==> src/rtl/branch_resolve_unit.sv <==
// ID-stage branch resolution: operand forwarding, condition evaluation, next-PC select, 2-bit BHT.
// Optional performance counters are built only when BRANCH_PERF_CNT_EN is defined.
module branch_resolve_unit #(
  parameter int DATA_W    = 32,
  parameter int PC_W      = 32,
  parameter int BHT_IDX_W = 4
) (
  input  logic              clk,
  input  logic              rst,
  input  logic [1:0]        fwd_sel_a,
  input  logic [1:0]        fwd_sel_b,
  input  logic [DATA_W-1:0] qa,
  input  logic [DATA_W-1:0] qb,
  input  logic [DATA_W-1:0] result_w,
  input  logic [DATA_W-1:0] alu_out_m,
  input  logic [DATA_W-1:0] alu_out_e,
  input  logic              j,
  input  logic              jal,
  input  logic              jr,
  input  logic [2:0]        branch_d,
  input  logic              stall_d,
  input  logic [PC_W-1:0]   pc_f,
  input  logic [PC_W-1:0]   pc_d,
  input  logic              pred_taken_d,
  output logic [DATA_W-1:0] cmp_a,
  output logic [DATA_W-1:0] cmp_b,
  output logic              taken,
  output logic [1:0]        pcsrc,
  output logic              pred_taken_f,
  output logic              mispredict
`ifdef BRANCH_PERF_CNT_EN
  ,
  output logic [31:0]       perf_branches,
  output logic [31:0]       perf_mispredicts
`endif
);
  localparam int DEPTH = 2**BHT_IDX_W;

  logic [DEPTH-1:0][1:0]  bht;
  logic [BHT_IDX_W-1:0]   idx_f, idx_d;
  logic [1:0]             ctr_d;
  logic                   eq, a_neg, a_zero, cond, jump, train;

  function automatic logic [DATA_W-1:0] fwd_mux(input logic [1:0] sel, input logic [DATA_W-1:0] rf,
                                                input logic [DATA_W-1:0] w, input logic [DATA_W-1:0] m,
                                                input logic [DATA_W-1:0] e);
    case (sel)
      2'b00:   return rf;
      2'b01:   return w;
      2'b10:   return m;
      default: return e;
    endcase
  endfunction

  assign cmp_a = fwd_mux(fwd_sel_a, qa, result_w, alu_out_m, alu_out_e);
  assign cmp_b = fwd_mux(fwd_sel_b, qb, result_w, alu_out_m, alu_out_e);

  assign eq     = (cmp_a == cmp_b);
  assign a_neg  = cmp_a[DATA_W-1];
  assign a_zero = (cmp_a == '0);

  always_comb begin
    cond = 1'b0;
    case (branch_d)
      3'd1:    cond = eq;
      3'd2:    cond = !eq;
      3'd3:    cond = a_neg | a_zero;
      3'd4:    cond = !a_neg & !a_zero;
      3'd5:    cond = !a_neg;
      3'd6:    cond = a_zero;
      3'd7:    cond = a_neg;
      default: cond = 1'b0;
    endcase
  end

  assign taken      = cond;
  assign jump       = j | jal | jr;
  assign pcsrc      = {taken & ~jump, jump};
  assign train      = (branch_d != 3'd0) & !stall_d;
  assign mispredict = train & (taken != pred_taken_d);

  // Word-aligned PCs: bits [1:0] are dropped, higher bits alias.
  assign idx_f        = pc_f[BHT_IDX_W+1:2];
  assign idx_d        = pc_d[BHT_IDX_W+1:2];
  assign ctr_d        = bht[idx_d];
  assign pred_taken_f = bht[idx_f][1];

  always_ff @(posedge clk) begin
    if (rst) begin
      for (int i = 0; i < DEPTH; i++) bht[i] <= 2'b01;
    end else if (train) begin
      if (taken && ctr_d != 2'b11)       bht[idx_d] <= ctr_d + 2'd1;
      else if (!taken && ctr_d != 2'b00) bht[idx_d] <= ctr_d - 2'd1;
    end
  end

`ifdef BRANCH_PERF_CNT_EN
  always_ff @(posedge clk) begin
    if (rst) begin
      perf_branches    <= '0;
      perf_mispredicts <= '0;
    end else begin
      if (train && perf_branches != '1)         perf_branches    <= perf_branches + 32'd1;
      if (mispredict && perf_mispredicts != '1) perf_mispredicts <= perf_mispredicts + 32'd1;
    end
  end
`endif

  logic unused_pc;
  assign unused_pc = ^{pc_f[PC_W-1:BHT_IDX_W+2], pc_f[1:0], pc_d[PC_W-1:BHT_IDX_W+2], pc_d[1:0]};
endmodule

==> config.mk <==
export PLATFORM = sky130hd
export DESIGN_NAME = branch_resolve_unit
export DESIGN_NICKNAME = d
export VERILOG_FILES = /design/src/rtl/branch_resolve_unit.sv
export SDC_FILE = /design/constraint.sdc
export NUM_CORES = 1
export LEC_CHECK = 0
export ABC_CLOCK_PERIOD_IN_PS = 7700
export CORE_AREA = 2 2 120 122
export DETAILED_ROUTE_END_ITERATION = 8
export DIE_AREA = 0 0 122 124
export GPL_TIMING_DRIVEN = 0
export HOLD_SLACK_MARGIN = 0.02
export PLACE_DENSITY = 0.82
export SETUP_SLACK_MARGIN = 0.3
export SKIP_CTS_REPAIR_TIMING = 1
export SYNTH_ARGS = -nofsm -noshare
export SYNTH_HDL_FRONTEND = slang
export SYNTH_SLANG_ARGS = --single-unit
==> constraint.sdc <==
create_clock -name clk -period 7.7 [get_ports clk]
set_input_delay 1.54 -clock clk [delete_from_list [all_inputs] [get_ports clk]]
set_output_delay 1.54 -clock clk [all_outputs]
set_load 0.02 [all_outputs]
## Word-level counts from Yosys, hierarchy flattened

Cells that the tools add are included.

| word-level totals | value |
|---|---|
| register bits after elaboration | 32 |
| input port bits | 238 |

| cells by class | value |
|---|---|
| add/subtract/negate cells | 2 |
| magnitude comparators | 3 |
| equal/unequal tests | 14 |
| muxes and demuxes | 13 |
| bitwise logic cells | 8 |
| reduce and logical (&&, ||, !) cells | 15 |

Operators by type and width:

| cell | number |
|---|---|
| one-hot mux 32 bit (3 select lines) | 2 |
| bitwise mux 32 bit | 2 |
| two-way mux 32 bit | 2 |
| equality test 32 bit | 1 |
| logical NOT 32 bit | 1 |
| binary-select mux 2 bit (select 4 bit) | 2 |
| equality test 3 bit (second input constant) | 4 |
| less-than comparator 4 x 5 -> 1 bit (second input constant) | 2 |
| demux 2 bit (select 4 bit) | 1 |
| one-hot mux 1 bit (7 select lines) | 1 |
| equality test 3 x 2 -> 1 bit (second input constant) | 2 |
| two-way mux 2 bit | 3 |
| logical NOT 1 bit | 5 |
| bitwise AND 1 bit | 4 |
| equality test 2 x 1 -> 1 bit (second input constant) | 2 |
| equality test 2 bit (second input constant) | 2 |
| >= comparator 4 x 1 -> 1 bit (second input constant) | 1 |
| logical NOT 2 bit | 2 |
| nonzero test 2 bit | 2 |
| equality test 3 x 1 -> 1 bit (second input constant) | 1 |
| logical AND 1 bit | 3 |
| bitwise OR 1 bit | 3 |
| nonzero test 3 bit | 1 |
| adder 2 x 1 -> 2 bit (second input constant) | 1 |
| other kinds (5) | 5 |

## Depth between registers and ports, before layout

Gate-level depths: netlist (run 1).

| logic depth | value |
|---|---|
| word-level depth | 10 |
| gate-level depth with buffers | 13 |
| depth with buffers taken out | 10 |

## Least setup slack after synthesis (run 1)

Ideal clock, no wire load.

| path | value |
|---|---|
| path type | input-to-output |
| from | in fwd_sel_a[1] |
| to | out pcsrc[1] |
| arrival time | 4.898 ns |
| data required time | 6.160 ns |
| setup slack | 1.262 ns |
| stages | 11 |
| path buffers | 4 |
| cell sequence | clkbuf_1 > buf_1 > mux4_2 > nor4_1 > nand4_1 > or4_1 > nand3_1 > o32a_1 > buf_6 > buf_2 > nor4b_1 |

| between the ends | value |
|---|---|
| longest elaborated chain between the ends | 7 |
| elaborated cells between the ends (all ways) | 13 |
| classes of those cells | 3 x eq/ne; 2 x mux; 3 x bitwise; 5 x reduce/logical |

Ends and longest elaborated chain:

| item | RTL line | RTL |
|---|---|---|
| start, declared | 10 | `input logic [1:0] fwd_sel_a,` |
| equality test 2 bit (tied with other cells) | 47 | `case (sel)` |
| one-hot mux 32 bit (3 select lines) * | 47 |  |
| via cmp_a[13] | 25 | `output logic [DATA_W-1:0] cmp_a,` |
| logical NOT 32 bit | 60 | `assign a_zero = (cmp_a == '0);` |
| logical NOT 1 bit | 68 | `3'd4: cond = !a_neg & !a_zero;` |
| bitwise AND 1 bit | 68 |  |
| one-hot mux 1 bit (7 select lines) * | 64 | `case (branch_d)` |
| via taken | 27 | `output logic taken,` |
| bitwise AND 1 bit * | 78 | `assign pcsrc = {taken & ~jump, jump};` |
| end, declared | 28 | `output logic [1:0] pcsrc,` |

The timed path passes the listed nets; every way through them passes the cells marked *.

## Worst setup path in the final report (run 1)

| path | value |
|---|---|
| from | in fwd_sel_a[1] |
| to | out pcsrc[1] |

| between the ends | value |
|---|---|
| longest elaborated chain between the ends | 7 |
| elaborated cells between the ends (all ways) | 13 |
| classes of those cells | 3 x eq/ne; 2 x mux; 3 x bitwise; 5 x reduce/logical |

Ends and longest elaborated chain:

| item | RTL line |
|---|---|
| equality test 2 bit (tied with other cells) | 47 |
| one-hot mux 32 bit (3 select lines) * | 47 |
| logical NOT 32 bit | 60 |
| logical NOT 1 bit | 68 |
| bitwise AND 1 bit | 68 |
| one-hot mux 1 bit (7 select lines) * | 64 |
| bitwise AND 1 bit * | 78 |

Every way passes the cells marked *; elsewhere a longest branch is shown, timed or not.

==> results.tsv, run 1 <==
metric	value	unit
largest clock skew in the final design	0.00711	ns
HPWL after DPL	19.4	mm
sequential cell area	641	µm²
count of nets after finishing	839	
first-pass GRT wire length	32.0	mm
Syn Std Cell Area	3970	µm²
antenna violations before repair	8	
RSZ-0062 raised after global routing	no	
data required time of the critical path	6.16	ns
final worst-path cycle share	93.7	%
routed wire length	22.7	mm
area used by multi-input combinational logic	3110	µm²
worst setup margin	0.481	ns
number of distinct library cells after synthesis	37	
Final Core Density	49.8	%
routed vias/inst	6.02	
sequential-to-total area share from yosys stat	16.1	%
startpoint of the lowest-slack hold path	bht[1]$_SDFFE_PP0P_	
root buffer cell	sky130_fd_sc_hd__clkbuf_16	
crit path from	fwd_sel_a[1]	
number of synthesized register bits	32	
most common cell after layout, fill and taps aside	sky130_fd_sc_hd__clkdlybuf4s50_1	
number of global-route vias before repair	4959	
Register-to-Register Setup Slack	3.93	ns
number of max-cap violations	0	
category of the worst setup path capture point	output port	
Cell Pwr Density	120	nW/µm²
Num Clock Sinks	32	
worst flop-to-flop path endpoint	bht[27]$_SDFFE_PP0P_	
pin count of the biggest net entering global routing	11	
end of the critical path	pcsrc[1]	
Min Hold Slack	0.478	ns
worst hold path type	flop to flop	
slew at the pin closest to its max-slew limit	0.771	ns
Antenna Nets Post-Route	0	
Final setup viols	0	
number of port buffers	245	
Worst-Skew Late Latency	0.28	ns
VDD IR max	0.0954	mV
area enclosed by the die boundary	15100	µm²
weighted congestion at the end of routability-driven global placement	1.00	
htree depth	2	
Initial Util	29.0	%
worst-case setup slack after placement	0.142	ns
number of optimization iterations in the first detailed-route pass	5	
clk buf depth	2	
clock tree from TritonCTS	built	
core area	13700	µm²
arrival time reported for the critical path endpoint	5.68	ns
iteration-0 DRC count of the detailed router	486	
count of warnings emitted by yosys	0	
chip height	124	µm
number of cell instances on the worst register-to-register path	11	
combined global-route utilization of all metal layers	29.8	%
final number of max-transition violations	0	
Area Growth Syn to Fin	71.9	%
number of core rows	43	
clock-pin slew on the worst setup and hold paths	0.05	ns
most used cells in the layout excluding fill and tap cells	245 x sky130_fd_sc_hd__clkdlybuf4s50_1, 78 x sky130_fd_sc_hd__mux4_2, 40 x sky130_fd_sc_hd__nor4_1	
time the worst path needs with I/O delays and setup	7.22	ns
number of cells produced by synthesis	347	
Worst Path Max Fanout	10	
Filler Cells Inserted	1282	
clock buffers created by TritonCTS	5	
leak pwr	2.35	nW
total chip power	0.817	mW
layout cell share with drive strength beyond 1	18.7	%
Post-Synthesis Mean Instance Area	11.4	µm²
syn nets	587	
result of the run	finished clean	
total negative setup slack	0	ns
Die Span X	122	µm
boundary pin count	307	
number of design rule violations left after detail routing	0	
sum of overflow across all layers after global routing	0	
via total after detailed routing	4720	
number of hold-slack violations in the final timing report	0	
remaining max-slew budget at the tightest pin	48.6	%
f_max	139	MHz
type of element launching the critical path	primary input	
average wire per cell in the routed design	28.9	µm
Critical Setup Path Class	primary input to output port	
metal layers:
layer  GRT usage (%)  share of wire, %  vias up
met1            36.9                39     2296
met4            6.97               2.7        6
li1                -                 -     1965
met5               0              0.11        -
met3            15.4                15       53
met2            46.2                42      400
cells by family after synthesis:
kind of cell | synth area share (%)
AO/OA/AOI/OAI | 6.61
XOR/XNOR | 7.28
adder cells (fa/ha/maj) | 0.630
buffers and inverters | 5.83
flip-flops | 16.1
multiplexers | 48.9
AND/OR/NAND/NOR | 14.6
cells in the mapped netlist, drive strengths merged:
master / count / share of area [%]
mux4: 78 / 44
nor4: 43 / 7.1
dfxtp: 32 / 16
xor2: 32 / 7.1
buf: 19 / 3.6
nand2: 19 / 1.8
clkbuf: 18 / 1.7
mux2i: 16 / 4.0
o21ai: 16 / 2.0
nand3: 14 / 1.8
o211ai: 14 / 2.6
inv: 6 / 0.57
nand2b: 5 / 0.79
or2: 5 / 0.79
nand4: 4 / 0.63
or3: 4 / 0.63
nor3: 3 / 0.38
a211o: 2 / 0.44
ha: 2 / 0.63
mux2: 2 / 0.66
nor2: 2 / 0.19
o31ai: 2 / 0.38
a21oi: 1 / 0.13
and3: 1 / 0.16
nor4b: 1 / 0.22
o311a: 1 / 0.25
o31a: 1 / 0.22
o32a: 1 / 0.25
o41a: 1 / 0.28
or4: 1 / 0.19
xnor2: 1 / 0.22
worst min-delay path by stage:
stage	endpoint	slack [ns]	cells past startpoint
floorplan	bht[17]$_SDFFE_PP0P_	0.44	2
global placement	bht[17]$_SDFFE_PP0P_	0.46	2
detailed placement	flop	0.47	2
CTS	bht[1]$_SDFFE_PP0P_	0.48	2
global route	bht[1]$_SDFFE_PP0P_	0.49	2
finish	bht[1]$_SDFFE_PP0P_	0.48	2
worst max-delay path, stage by stage:
cell and delay [ns]:
sky130_fd_sc_hd__clkbuf_1 0.31, sky130_fd_sc_hd__buf_2 0.39, sky130_fd_sc_hd__mux4_2 0.42, sky130_fd_sc_hd__nor4_1 0.44, sky130_fd_sc_hd__nand4_1 0.27, sky130_fd_sc_hd__or4_1 0.54
sky130_fd_sc_hd__nand3_1 0.11, sky130_fd_sc_hd__o32a_1 0.17, sky130_fd_sc_hd__buf_6 0.16, sky130_fd_sc_hd__buf_2 0.30, sky130_fd_sc_hd__nor4b_1 0.33, sky130_fd_sc_hd__clkdlybuf4s50_1 0.68
report_power, final:
part	switching [mW]	leakage, nW	internal, mW
Clock	0.0683	0.0760	0.135
Sequential	0.00204	0.259	0.169
Combinational	0.210	2.01	0.232
Total	0.281	2.35	0.537
cell type report:
cell class | count | area share, %
Inverter | 6 | 0.330
Multi-Input combinational cell | 272 | 45.5
Clock buffer | 7 | 2.24
Sequential cell | 32 | 9.38
Antenna cell | 5 | 0.183
Timing Repair Buffer | 245 | 35.9
Buffer | 37 | 3.15
Tap cell | 180 | 3.30
per-stage QoR:
step	cells	instance area, µm²
global placement	772	6650
floorplan	347	3970
global route	779	6820
finish	784	6830
detailed placement	772	6650
CTS	779	6800
Power figures use the tool's default switching activity.
==> run 2, diff against run 1 <==
Settings changed: HOLD_SLACK_MARGIN 0.02 to 0.03.
==> results of run 2 <==
The final DEF is identical to that of run 1; final timing and power are the same.
==> run 3, diff against run 2 <==
Settings changed: CAP_MARGIN set to 15.
==> results of run 3 <==
The final DEF is identical to that of run 1; final timing and power are the same.
